[src/rtl/dma_page_addr_latch.sv]
// 8237A downstream bus stage: latches A15:A8 from DB on ADSTB, merges with A7:A0 and a
// per-channel page register into the system address, and tracks each DMA bus cycle.
module dma_page_addr_latch #(
    parameter int unsigned PAGE_W = 8,
    parameter int unsigned CNT_W  = 16
) (
    input  logic                CLK,
    input  logic                RESET,
    input  logic [7:0]          DB,
    input  logic                ADSTB,
    input  logic [7:0]          A_LO,
    input  logic                AEN,
    input  logic [3:0]          DACK,
    input  logic                MEMR_N,
    input  logic                MEMW_N,
    input  logic                IOR_N,
    input  logic                IOW_N,
    input  logic                EOP_N,
    input  logic                PG_WR,
    input  logic [1:0]          PG_SEL,
    input  logic [PAGE_W-1:0]   PG_DIN,
    output logic [PAGE_W-1:0]   PG_DOUT,
    output logic [PAGE_W+15:0]  SYS_ADDR,
    output logic                SYS_ADDR_VLD,
    output logic [1:0]          CH,
    output logic [CNT_W-1:0]    XFER_CNT,
    output logic                XFER_DONE,
    output logic                EOP_SEEN,
    output logic                DACK_ERR
);

    typedef enum logic [1:0] {
        S_IDLE,
        S_OWN,
        S_STROBE,
        S_DONE
    } state_t;

    state_t            r_state;
    logic [PAGE_W-1:0] r_page [4];
    logic [7:0]        r_hi_q;
    logic              r_eop_q;

    logic              w_strobe;
    logic              w_dack_ok;
    logic [1:0]        w_ch_enc;

    always_comb begin
        w_strobe  = !MEMR_N || !MEMW_N || !IOR_N || !IOW_N;
        w_dack_ok = 1'b1;
        w_ch_enc  = 2'd0;
        unique case (DACK)
            4'b0001: w_ch_enc = 2'd0;
            4'b0010: w_ch_enc = 2'd1;
            4'b0100: w_ch_enc = 2'd2;
            4'b1000: w_ch_enc = 2'd3;
            default: w_dack_ok = 1'b0;
        endcase
        PG_DOUT = r_page[PG_SEL];
    end

    always_ff @(posedge CLK) begin
        if (RESET) begin
            for (int unsigned i = 0; i < 4; i++) begin
                r_page[i] <= '0;
            end
            r_hi_q       <= '0;
            r_eop_q      <= 1'b0;
            r_state      <= S_IDLE;
            SYS_ADDR     <= '0;
            SYS_ADDR_VLD <= 1'b0;
            CH           <= '0;
            XFER_CNT     <= '0;
            XFER_DONE    <= 1'b0;
            EOP_SEEN     <= 1'b0;
            DACK_ERR     <= 1'b0;
        end else begin
            if (PG_WR && !AEN) begin
                r_page[PG_SEL] <= PG_DIN;
            end
            if (ADSTB) begin
                r_hi_q <= DB;
            end
            // Page follows live DACK, so mem-to-mem halves each pick up their own page.
            if (AEN && w_dack_ok) begin
                SYS_ADDR <= {r_page[w_ch_enc], r_hi_q, A_LO};
                CH       <= w_ch_enc;
            end
            SYS_ADDR_VLD <= AEN && w_dack_ok && (r_state != S_IDLE);
            XFER_DONE    <= 1'b0;
            EOP_SEEN     <= 1'b0;

            unique case (r_state)
                S_IDLE: begin
                    if (AEN) begin
                        r_state  <= S_OWN;
                        XFER_CNT <= '0;
                    end
                end
                S_OWN: begin
                    if (!AEN) begin
                        r_state <= S_IDLE;
                        r_eop_q <= 1'b0;
                    end else if (w_strobe) begin
                        if (w_dack_ok) begin
                            r_state <= S_STROBE;
                        end else begin
                            DACK_ERR <= 1'b1;
                        end
                    end
                end
                S_STROBE: begin
                    if (!AEN) begin
                        r_state <= S_IDLE;
                        r_eop_q <= 1'b0;
                    end else if (!w_strobe) begin
                        // EOP pulse is registered here so it lines up with the DONE cycle.
                        r_state   <= S_DONE;
                        XFER_CNT  <= XFER_CNT + 1'b1;
                        XFER_DONE <= 1'b1;
                        EOP_SEEN  <= r_eop_q || !EOP_N;
                        r_eop_q   <= 1'b0;
                    end else if (!EOP_N) begin
                        r_eop_q <= 1'b1;
                    end
                end
                S_DONE: begin
                    r_eop_q <= 1'b0;
                    r_state <= AEN ? S_OWN : S_IDLE;
                end
                default: r_state <= S_IDLE;
            endcase
        end
    end

endmodule
[config.mk]
export PLATFORM = sky130hd
export DESIGN_NAME = dma_page_addr_latch
export DESIGN_NICKNAME = d
export VERILOG_FILES = /design/src/rtl/dma_page_addr_latch.sv
export SDC_FILE = /design/constraint.sdc
export NUM_CORES = 1
export LEC_CHECK = 0
export ABC_AREA = 1
export CORE_AREA = 10 10 129 131
export CTS_CLUSTER_SIZE = 40
export DETAILED_ROUTE_END_ITERATION = 10
export DIE_AREA = 0 0 139 141
export GPL_TIMING_DRIVEN = 0
export PLACE_DENSITY_LB_ADDON = 0.12
export SETUP_SLACK_MARGIN = 0.1
export SLEW_MARGIN = 20
export SYNTH_ARGS = -nofsm -noshare
export SYNTH_HDL_FRONTEND = slang
export SYNTH_SLANG_ARGS = --single-unit
[constraint.sdc]
create_clock -name CLK -period 2.32 [get_ports CLK]
set_input_delay 0.464 -clock CLK [delete_from_list [all_inputs] [get_ports CLK]]
set_output_delay 0.464 -clock CLK [all_outputs]
set_load 0.01 [all_outputs]
# Word-level counts from Yosys, hierarchy flattened
# Memory sizes are Yosys's and may differ from the RTL's. A register that Yosys moved wholly into a read port is not among the register bits.
# Cells that the tools add are included.
# word_totals
wordCells,83
output_inout_bits,54
mem_bits_rw,32
memories,1
ff_bits,57
# op_classes
eq_ne,15
n_mux,28
addsub,1
n_reduce_logical,25
bitwise,3
# mem_list
name,depth,word_bits,read_ports,rd_ports_with_merged_regs,wr,line,text
r_page,4,8,2,1,4,40,logic [PAGE_W-1:0] r_page [4];
# ops
operator,count
$mux W16,3
$pmux W16 S2,1
$add A16 B1 Y16 const B,1
$mux W2,7
$mux W1,13
$reduce_and A4 Y1,3
$ne A3 B3 Y1 const B,3
$mux W8,1
$ne A2 B2 Y1 const B,4
$pmux W2 S4,1
$reduce_or A4 Y1,2
$reduce_or A8 Y1,1
$logic_not A1 Y1,6
$pmux W2 S3,1
$eq A2 B2 Y1 const B,2
$eq A4 B1 Y1 const B,1
$eq A4 B2 Y1 const B,1
$eq A4 B3 Y1 const B,1
$eq A4 B4 Y1 const B,1
$logic_or A1 B1 Y1,4
$ne A4 B4 Y1 const B,1
$reduce_bool A2 Y1,2
$logic_and A1 B1 Y1,3
$not A1 Y1,3
other kinds (6),6

# Longest topological paths before layout
# Gate-level depths: netlist of the first run.
# logic_depth
depth_word,7
ltp_mapped,11

# Worst setup path after synthesis of the first run
# No wires, ideal clock.
# synth_path
path_type,input port to flip-flop
from,input port RESET
to,"memory r_page[3][0], enable pin"
stages,5
slack_ns,0.268
arrival_time_ns,1.669
cell_sequence,buf_2 > inv_2 > nand3_1 > nor2_1 > nor3_1
# synth_rtl
element,line,text
from (decl),8,"input logic RESET,"
to (decl),40,

# Worst setup path after layout of the first run
# layout_path
from,input port PG_SEL[1]
to,output port PG_DOUT[7]
# layout_between
elab_chain_len,1
# layout_rtl
element,line,text
from (decl),20,"input logic [1:0] PG_SEL,"
$mem_v2 Z4 W8,-,
to (decl),22,"output logic [PAGE_W-1:0] PG_DOUT,"
# Every way passes these cells.

==> summary.md, run 1 <==
| Metric | Value |
|---|---|
| Clk_lat worst skew | approximately 0.35 ns |
| CTS Sinks | between 80 and 90 |
| Post-Syn Nets | ~600 |
| Die X | between 100 and 150 um |
| Critical path arrival | approximately 1.7 ns |
| Detailed placer's ending HPWL | about 9500 um |
| Nets | 694 |
| Port-buffer cells | 91 |
| Grt peak-use layer | met2 |
| Initial antenna violation count | 0 |
| CTS Buf Count | 9 |
| Reg2reg path depth | 7 |
| Clock slew at reported path FFs | ~0.07 ns |
| Deepest clock path buffer count | 2 |
| Fmax | 459 MHz |
| R2R Path End | XFER_CNT[13]$_SDFFE_PP0P_ |
| Fin. max-slew vios | 0 |
| Setup Skew | 0.00870 ns |
| Die Ht | about 140 um |
| Unrepaired setup endpoints after global routing | true |
| Hold Crit Class | reg2reg |
| CP Launch Type | input port |
| Number of global-route vias before repair | roughly 3800 |
| Post-Syn Instances | 551 |
| Gr ovfl total | 0 |
| Rel. slew slack | between 50 and 60% |
| CP Launch Point | PG_SEL[1] |
| Tcrit/Tclk final | between 90% and 100% |
| Starting Density | 29.2% |
| CTS tree | built |
| Hold Path Sink | XFER_CNT[8]$_SDFFE_PP0P_ |
| Layout area overhead | 35.1% |
| Vias | about 3800 |
| CP max-delay cell | clkdlybuf4s50_1 |
| Crit Path Max Fanout | 10 |
| Synth cell types | 28 |
| H-tree depth | 3 |
| WL final | 11900 um |
| Pin count of the biggest net entering global routing | 16 |
| Fin. Hold Viols | 0 |
| Hold depth | 2 |
| CP cell instances | clkdlybuf4s50_1 > buf_4 > o21ai_0 > o22ai_1 > buf_2 |
| Critical Path Max Stage Delay | around 0.5 ns |
| Max cap viols | 0 |
| # setup viols final | 0 |
| Sequential cell area | around 2100 um^2 |
| Die area | approximately 20000 um^2 |
| Ports | 94 |
| Post-synth EDFFs | 32 |
| First-pass GRT wire length | ~20000 um |
| Flops & latches, synth | 89 |
| Clock root buffer | clkbuf_16 |
| CP required | between 1.5 and 2 ns |
| Vias per cell | ~4.5 |
| Met2 global-route usage | 19.8% |
| Share of cells above drive strength 1 | 7.90% |
| CP endpoint kind | output port |
| Multi-input logic area | roughly 1700 um^2 |
| Pwr Total | 3.79 mW |
| Drt wl/cell | between 10 and 15 um |
| VDD IR max | roughly 300 uV |
| Worst-Margin Slew | roughly 0.66 ns |
| Post-route ant nets | 0 |
| # hold bufs at CTS | 0 |
| Ant diodes | 0 |
| Final hold slack | between 0.4 and 0.5 ns |
| Flop2flop setup slack | around 0.68 ns |
| Power Dens Cells | just under 700 nW/um^2 |
| Mapped cell area | around 4200 um^2 |
| Sequential share of the synthesized area | 50.6% |
| R2R Path Start | XFER_CNT[4]$_SDFFE_PP0P_ |
| RD Place Congestion | ~0.87 |
| Filler cells | approximately 1500 |
| Core ar. | roughly 14000 um^2 |
| Ys flop type | dfxtp_1 |
| Ys Warns | 0 |
| Buffer and inverter count on the worst path | 3 |
| Hold Crit Start | XFER_CNT[8]$_SDFFE_PP0P_ |
| Crit path max-delay family | buffers and inverters |
| GRT Resource Usage Total | 12.2% |
| Min Tclk post-route | about 2.2 ns |
| Status | finished clean |
| Drt drc | 0 |
| Post-Syn Area per Cell | roughly 7.5 um^2 |
| CP Class | in2out |
| Ys async rst share | 0% |
| Iter 0 DRT Violations | about 170 |
| Met3 Use GR | between 3 and 4% |
| Pre-Repair DR Iteration Count | 4 |
| Lkg Pwr | about 2.3 nW |
| Met1 Usage GRT | 14.9% |
| Rows | 44 |
## power breakdown
group / total [mW] / internal [mW] / switching (mW)
Combinational: 0.497 / 0.223 / 0.274
Clock: 1.53 / 0.891 / 0.641
Sequential: 1.76 / 1.71 / 0.0556
## per-layer routing
layer  share of wire (%)  routed length (um)
met2                  48                5700
met1                  46                5410
met4                 1.5                 180
met3                 4.8                 575
met5                   0                   0
## worst max path at each step
stage | to | slack, ns | cells past startpoint
2_1_floorplan | r_page[3][0]$_DFFE_PP_ | 0.27 | 5
3_3_place_gp | r_page[3][5]$_DFFE_PP_ | -0.68 | 5
3_5_place_dp | r_page[3][5]$_DFFE_PP_ | -0.71 | 5
4_1_cts | PG_DOUT[0] | 0.06 | 5
5_1_grt | PG_DOUT[0] | 0.09 | 5
6_report | PG_DOUT[7] | 0.14 | 5
## metrics by stage
| step | worst slack [ns] | TNS (ns) | util, % | cell area (um^2) | cells |
|---|---|---|---|---|---|
| after floorplan | 0.268 | 0 | - | 4150 | 551 |
| after detailed placement | -0.713 | -19.98 | 37.3 | 5290 | 826 |
| after CTS | 0.0608 | 0 | 39.5 | 5620 | 842 |
| after global placement | -0.680 | -17.88 | 37.3 | 5290 | 826 |
| final | 0.143 | 0 | 39.5 | 5610 | 842 |
| after global routing | 0.0931 | 0 | 39.5 | 5610 | 842 |
## cell families after synthesis
group | after synthesis | share of synthesized area (%)
compound gates | 79 | 9.98
fa+ha+maj | 1 | 0.301
simple gates | 295 | 30.5
xor+xnor | 1 | 0.392
flops | 89 | 50.6
buf+inv | 86 | 8.20
## cell usage in the layout, fill, tap and decap left out, types with 2 or more instances in the layout
cell and count:
nor2_1 146, clkdlybuf4s50_1 83, nand2_1 70, inv_1 60, dfxtp_1 57, o21ai_0 46, nand3_1 39, edfxtp_1 32
nand3b_1 16, a21oi_1 15, clkbuf_16 11, nor3_1 9, inv_2 8, o22ai_1 8, buf_2 8, clkbuf_1 7
clkbuf_2 6, o21ai_1 6, nand4_1 5, nand2_2 3, buf_4 2, nand2_4 2, a211oi_1 2, inv_6 2
clkinv_2 2, dlygate4sd2_1 2
## sequential cells by signal (all words and copies together), names as in the netlist
name and flops:
DACK_ERR 1, XFER_CNT 16, XFER_DONE 1, EOP_SEEN 1, r_hi_q 8, CH 2, r_page 32, r_state 2
SYS_ADDR_VLD 1, SYS_ADDR 24, r_eop_q 1
## cells in the mapped netlist, types with 6 or more instances
library cell  count  share of area (%)
o21ai_1           6               0.72
o22ai_1           8                1.2
a21oi_1          15                1.8
inv_1            61                5.5
edfxtp_1         32                 23
nand2_1          73                6.6
nor3_1           10                1.2
o21ai_0          46                5.5
nand3b_1         16                2.9
clkbuf_1         11               0.99
nor2_1          146                 13
nand3_1          40                4.8
inv_2             7               0.63
dfxtp_1          57                 27
## cell type report
cell class | instances | area share, %
repair buffers | 91 | 15.7
well taps | 184 | 4.11
clock inverters | 4 | 0.491
plain buffers | 18 | 1.65
flip-flops and latches | 89 | 37.5
clock buffers | 12 | 5.16
multi-input cells | 376 | 30.9
inverters | 68 | 4.55
## worst register-to-register path, delay by kind of cell (launching register included)
| family | cells | cell delay (ns) |
|---|---|---|
| flops | 1 | 0.43 |
| simple gates | 7 | 1.09 |
## repair_timing
action / CTS / global route
endpoints found under the setup margin: 40 / 21
resized for setup: 26 / 10
setup buffers: 0 / 0
pin swaps: 2 / 4
Note: power is estimated with default switching activity, not from simulation.
==> run 2: changes to the inputs <==
- GPL_TIMING_DRIVEN: 0 -> 1
==> summary.md, run 2 (same netlist as run 1, synthesis figures left out) <==
| Metric | Value |
|---|---|
| Status | finished clean (unchanged) |
| Lkg Pwr | 2.32 nW (was 2.27 nW) |
| Worst-Margin Slew | 0.576 ns (was 0.662 ns) |
| CP endpoint kind | output port (unchanged) |
| Most frequent cells in the layout | nor2_1 (146), clkdlybuf4s50_1 (83), nand2_1 (73) (was nor2_1 (146), clkdlybuf4s50_1 (83), nand2_1 (70)) |
| Detailed placer's ending HPWL | 9520 um (about the same) |
| Sequential fraction of design power | 47.8% (was 46.5%) |
| Most common cell after layout, fill and taps aside | nor2_1 (unchanged) |
| Fin. max-slew vios | 0 (unchanged) |
| Hold Crit Class | reg2reg (unchanged) |
| Final WS setup | 0.292 ns (was 0.143 ns) |
| Share of cells above drive strength 1 | 7.67% (was 7.90%) |
| Flop2flop setup slack | 0.66 ns (was 0.68 ns) |
| Max cap viols | 0 (unchanged) |
| Crit Path Max Fanout | 6 (was 10) |
| CP Class | in2out (unchanged) |
| Fmax | 493 MHz (was 459 MHz) |
| Switching component of the power | 923 uW (was 971 uW) |
| Sequential cell area | 2100 um^2 (unchanged) |
| Number of global-route vias before repair | 3746 (was 3807) |
| VDD IR max | 327 uV (was 295 uV) |
| Internal power component | 2.77 mW (was 2.82 mW) |
| Min Tclk post-route | 2.03 ns (was 2.18 ns) |
| Iter 0 DRT Violations | 202 (was 173) |
| Rows | 44 (unchanged) |
| Clock slew at reported path FFs | 0.06 ns (was 0.07 ns) |
| Nets | 701 (was 694) |
| Fin. Hold Viols | 0 (unchanged) |
| Core ar. | 14200 um^2 (unchanged) |
| Drt wl/cell | 14.2 um (was 14.1 um) |
| GRT Resource Usage Total | 12.1% (was 12.2%) |
| Power Dens Cells | 651 nW/um^2 (was 676 nW/um^2) |
| First-pass GRT wire length | 19500 um (was 19700 um) |
| Pin count of the biggest net entering global routing | 34 (was 16) |
| CP Launch Type | input port (unchanged) |
| Die area | 19600 um^2 (unchanged) |
| WL final | 12100 um (was 11900 um) |
| Hold Crit Start | XFER_CNT[8]$_SDFFE_PP0P_ (unchanged) |
| Clk_lat worst skew | 0.34 ns (was 0.35 ns) |
| Unrepaired setup endpoints after global routing | false (was true) |
| Pre-Repair DR Iteration Count | 4 (unchanged) |
| Largest register FFs | 32 (unchanged) |
| Net Sw Frac | 25.0% (was 25.6%) |
| H-tree depth | 3 (unchanged) |
| CTS tree | built (unchanged) |
| Port-buffer cells | 93 (was 91) |
| R2R Path Start | XFER_CNT[4]$_SDFFE_PP0P_ (unchanged) |
| Ports | 94 (unchanged) |
| Drt drc | 0 (unchanged) |
| Setup WS pre-CTS | -0.252 ns (was -0.713 ns) |
| CP required | 1.86 ns (about the same) |
| Rel. slew slack | 61.3% (was 55.6%) |
| Biggest regs | r_page x32, SYS_ADDR x24, XFER_CNT x16 (unchanged) |
| Pwr Total | 3.69 mW (was 3.79 mW) |
| RD Place Congestion | 0.870 (was 0.868) |
| Final Core Density | 39.9% (was 39.5%) |
| Die X | 139 um (unchanged) |
| Clock root buffer | clkbuf_16 (unchanged) |
| Ant diodes | 0 (unchanged) |
| Vias per cell | 4.55 (was 4.45) |
| Tcrit/Tclk final | 87.4% (was 93.8%) |
| Post-route ant nets | 0 (unchanged) |
| CTS Sinks | 89 (unchanged) |
| Starting Density | 29.2% (unchanged) |
| Setup bufs post-CTS | 0 (unchanged) |
| Clock Power Share | 38.4% (was 40.4%) |
| CP Launch Point | PG_SEL[0] (was PG_SEL[1]) |
| Final hold slack | 0.481 ns (was 0.479 ns) |
| Multi-input logic area | 1710 um^2 (was 1730 um^2) |
| Register with the most flip-flops | r_page (unchanged) |
| Vias | 3867 (was 3751) |
| Deepest clock path buffer count | 2 (unchanged) |
| Comb power frac | 13.8% (was 13.1%) |
| Critical path arrival | 1.56 ns (was 1.71 ns) |
| Post-Layout Cell Count | 849 (was 842) |
| Die Ht | 141 um (unchanged) |
| Setup Skew | 0.00471 ns (was 0.00870 ns) |
| Placed cells | 833 (was 826) |
| # setup viols final | 0 (unchanged) |
| Initial antenna violation count | 0 (unchanged) |
| Layout area overhead | 36.7% (was 35.1%) |
| Gr ovfl total | 0 (unchanged) |
| Filler cells | 1463 (was 1464) |
| CTS Buf Count | 9 (unchanged) |
-- run 2: cell types whose count changed in the layout (fill, tap and decap cells not counted), sizes merged --
cell         before  now
clkbuf           25    9
clkinvlp          0    1
buf              11   23
inv              70   68
clkinv            2    5
bufinv            0    1
dlygate4sd2       2   10
-- run 2: area by class of cell --
cell class | instances | share of cell area (%)
Clock buffer | 9 | 3.97
Sequential cell | 89 | 37.1
Clock inverter | 7 | 1.08
Multi-Input combinational cell | 376 | 30.1
Inverter | 68 | 4.50
Tap cell | 184 | 4.06
Timing Repair Buffer | 116 | 19.2
-- run 2: per-layer routing --
layer / vias up / wire length (um) / GRT usage, %
met5: - / 0 / 0
met4: 0 / 111 / 3.19
met3: 9 / 626 / 4.57
met2: 78 / 5680 / 19.8
met1: 1778 / 5640 / 14.7
li1: 2002 / - / -
-- run 2: worst max-delay path: stages --
cell	delay (ns)
dlygate4sd2_1	0.28
inv_1	0.08
buf_4	0.15
o21ai_0	0.16
o22ai_1	0.12
dlygate4sd2_1	0.31
-- run 2: final timing paths --
check                           depth (start not counted)                   endpoint
worst max register to register                          7  XFER_CNT[13]$_SDFFE_PP0P_
worst max-delay path                                    6                 PG_DOUT[0]
worst min register to register                          2   XFER_CNT[8]$_SDFFE_PP0P_
worst min-delay path                                    2   XFER_CNT[8]$_SDFFE_PP0P_
-- run 2: metrics by stage --
stage | area (um^2) | TNS (ns)
3_3_place_gp | 5400 | -1.68
3_5_place_dp | 5400 | -1.76
5_1_grt | 5670 | 0
2_1_floorplan | 4150 | 0
6_report | 5670 | 0
4_1_cts | 5670 | 0
-- run 2: timing repair --
action                                  CTS  global route
endpoints found under the setup margin    8             0
endpoints found under the hold margin     0             0
gates resized for setup                  11             0
hold buffers                              0             0
-- run 2: power by group through the flow --
stage	registers, mW	logic (mW)	clock network, mW
detailed placement	1.80	0.531	0
floorplan	1.79	0.256	0
global route	1.77	0.572	1.53
finish	1.76	0.511	1.42
global placement	1.80	0.523	0
CTS	1.76	0.521	1.47
==> run 3: changes to the inputs <==
- CORE_AREA: 10 10 129 131 -> 10 10 112 114
- DIE_AREA: 0 0 139 141 -> 0 0 122 124
==> summary.md, run 3 (same netlist as run 1, synthesis figures left out) <==
| Metric | Value |
|---|---|
| First-pass GRT wire length | 17900 um (was 19500 um) |
| Crit Path Max Fanout | 11 (was 6) |
| Clk_lat worst skew | 0.35 ns (was 0.34 ns) |
| WL final | 11300 um (was 12100 um) |
| CP Class | in2out (unchanged) |
| Final Cell Area | 5490 um^2 (was 5670 um^2) |
| Share of cells above drive strength 1 | 6.96% (was 7.67%) |
| Fin. max-slew vios | 0 (unchanged) |
| Biggest regs | r_page x32, SYS_ADDR x24, XFER_CNT x16 (unchanged) |
| Vias per cell | 4.84 (was 4.55) |
| Drt wl/cell | 14.1 um (was 14.2 um) |
| Largest register FFs | 32 (unchanged) |
| Final WS setup | 0.132 ns (was 0.292 ns) |
| RD Place Congestion | 0.897 (was 0.870) |
| Fmax | 457 MHz (was 493 MHz) |
| CTS Sinks | 89 (unchanged) |
| Flop2flop setup slack | 0.67 ns (was 0.66 ns) |
| Min Tclk post-route | 2.19 ns (was 2.03 ns) |
| Sum of negative setup slack | 0 ns (unchanged) |
| Hold Crit Class | reg2reg (unchanged) |
| Max cap viols | 0 (unchanged) |
| Ant diodes | 0 (unchanged) |
| Setup WS pre-CTS | -0.361 ns (was -0.252 ns) |
| Pre-Repair DR Iteration Count | 6 (was 4) |
| Rows | 37 (was 44) |
| Drt drc | 0 (unchanged) |
| Placed cells | 781 (was 833) |
| Post-DP Area | 5320 um^2 (was 5400 um^2) |
| Die Ht | 124 um (was 141 um) |
| Vias | 3859 (was 3867) |
| Nets | 697 (was 701) |
| CP endpoint kind | output port (unchanged) |
| Starting Density | 40.6% (was 29.2%) |
| GRT Resource Usage Total | 14.6% (was 12.1%) |
| Pwr Total | 3.24 mW (was 3.69 mW) |
| Port-buffer cells | 93 (unchanged) |
| Clock root buffer | clkbuf_8 (was clkbuf_16) |
| Iter 0 DRT Violations | 276 (was 202) |
| Reg2reg path depth | 7 (unchanged) |
| Rel. slew slack | 67.0% (was 61.3%) |
| Detailed placer's ending HPWL | 8730 um (was 9520 um) |
| # setup viols final | 0 (unchanged) |
| Core ar. | 10200 um^2 (was 14200 um^2) |
| CTS tree | built (unchanged) |
| Status | finished clean (unchanged) |
| H-tree depth | 3 (unchanged) |
| Sequential cell area | 2100 um^2 (unchanged) |
| CTS Buf Count | 9 (unchanged) |
| R2R Path Start | XFER_CNT[4]$_SDFFE_PP0P_ (unchanged) |
| Clock slew at reported path FFs | 0.09 ns (was 0.06 ns) |
| Final hold slack | 0.488 ns (was 0.481 ns) |
| Ports | 94 (unchanged) |
| CP required | 1.86 ns (about the same) |
| Die area | 15100 um^2 (was 19600 um^2) |
| Power Dens Cells | 591 nW/um^2 (was 651 nW/um^2) |
| Initial antenna violation count | 0 (unchanged) |
| Worst-Margin Slew | 0.492 ns (was 0.576 ns) |
| Hold Path Sink | XFER_CNT[8]$_SDFFE_PP0P_ (unchanged) |
| Critical path arrival | 1.72 ns (was 1.56 ns) |
| Post-route ant nets | 0 (unchanged) |
| Most frequent cells in the layout | nor2_1 (146), clkdlybuf4s50_1 (83), nand2_1 (73) (unchanged) |
| Tcrit/Tclk final | 94.3% (was 87.4%) |
| Lkg Pwr | 2.25 nW (was 2.32 nW) |
| Die X | 122 um (was 139 um) |
| Number of global-route vias before repair | 3707 (was 3746) |
| R2R Path End | XFER_CNT[13]$_SDFFE_PP0P_ (unchanged) |
| Filler cells | 1010 (was 1463) |
| Most common cell after layout, fill and taps aside | nor2_1 (unchanged) |
| Setup Skew | 0.00589 ns (was 0.00471 ns) |
| # hold bufs at CTS | 0 (unchanged) |
| Register with the most flip-flops | r_page (unchanged) |
| Hold Crit Start | XFER_CNT[8]$_SDFFE_PP0P_ (unchanged) |
| Fin. Hold Viols | 0 (unchanged) |
| Layout area overhead | 32.2% (was 36.7%) |
| Final Core Density | 53.6% (was 39.9%) |
| Post-Layout Cell Count | 797 (was 849) |
| Deepest clock path buffer count | 2 (unchanged) |
| CP Launch Type | input port (unchanged) |
| Pin count of the biggest net entering global routing | 37 (was 34) |
| Hold depth | 2 (unchanged) |
| Multi-input logic area | 1710 um^2 (unchanged) |
| Unrepaired setup endpoints after global routing | false (unchanged) |
| VDD IR max | 300 uV (was 327 uV) |
| Gr ovfl total | 0 (unchanged) |
| CP Launch Point | PG_SEL[1] (was PG_SEL[0]) |
==> run 3: area by class of cell <==
class                           count  area share [%]
Timing Repair Buffer              112            19.6
Sequential cell                    89            38.3
Inverter                           68            4.65
Clock inverter                      7           0.981
Clock buffer                        9            2.26
Multi-Input combinational cell    376            31.1
Tap cell                          136            3.10
==> run 3: worst max-delay path: stages <==
cell	delay, ns
dlygate4sd2_1	0.41
inv_1	0.16
buf_4	0.18
o21ai_1	0.10
o22ai_1	0.11
dlygate4sd2_1	0.30
==> run 3: worst max path at each step <==
stage                                  end  depth (start not counted)
finish                          PG_DOUT[3]                          6
global route                    PG_DOUT[6]                          6
CTS                             PG_DOUT[6]                          6
detailed placement              PG_DOUT[6]                          6
global placement                PG_DOUT[4]                          6
floorplan           r_page[3][0]$_DFFE_PP_                          5
==> run 3: timing repair <==
item	in CTS	in global routing
buffers inserted	0	0
resized for setup	12	0
endpoints found under the setup margin	8	0
==> run 3: routing by layer <==
layer | track usage (%) | up-vias | wire [um]
met1 | 17.2 | 1743 | 4930
met2 | 25.2 | 110 | 5450
li1 | - | 1990 | -
met4 | 5.14 | 0 | 178
met5 | 0 | - | 0
met3 | 3.80 | 16 | 687
==> run 3: power by group <==
group / internal [mW] / leakage (nW) / switching, mW
Clock: 0.402 / 0.0912 / 0.577
Combinational: 0.237 / 1.39 / 0.268
Sequential: 1.70 / 0.773 / 0.0559
Total: 2.34 / 2.25 / 0.900
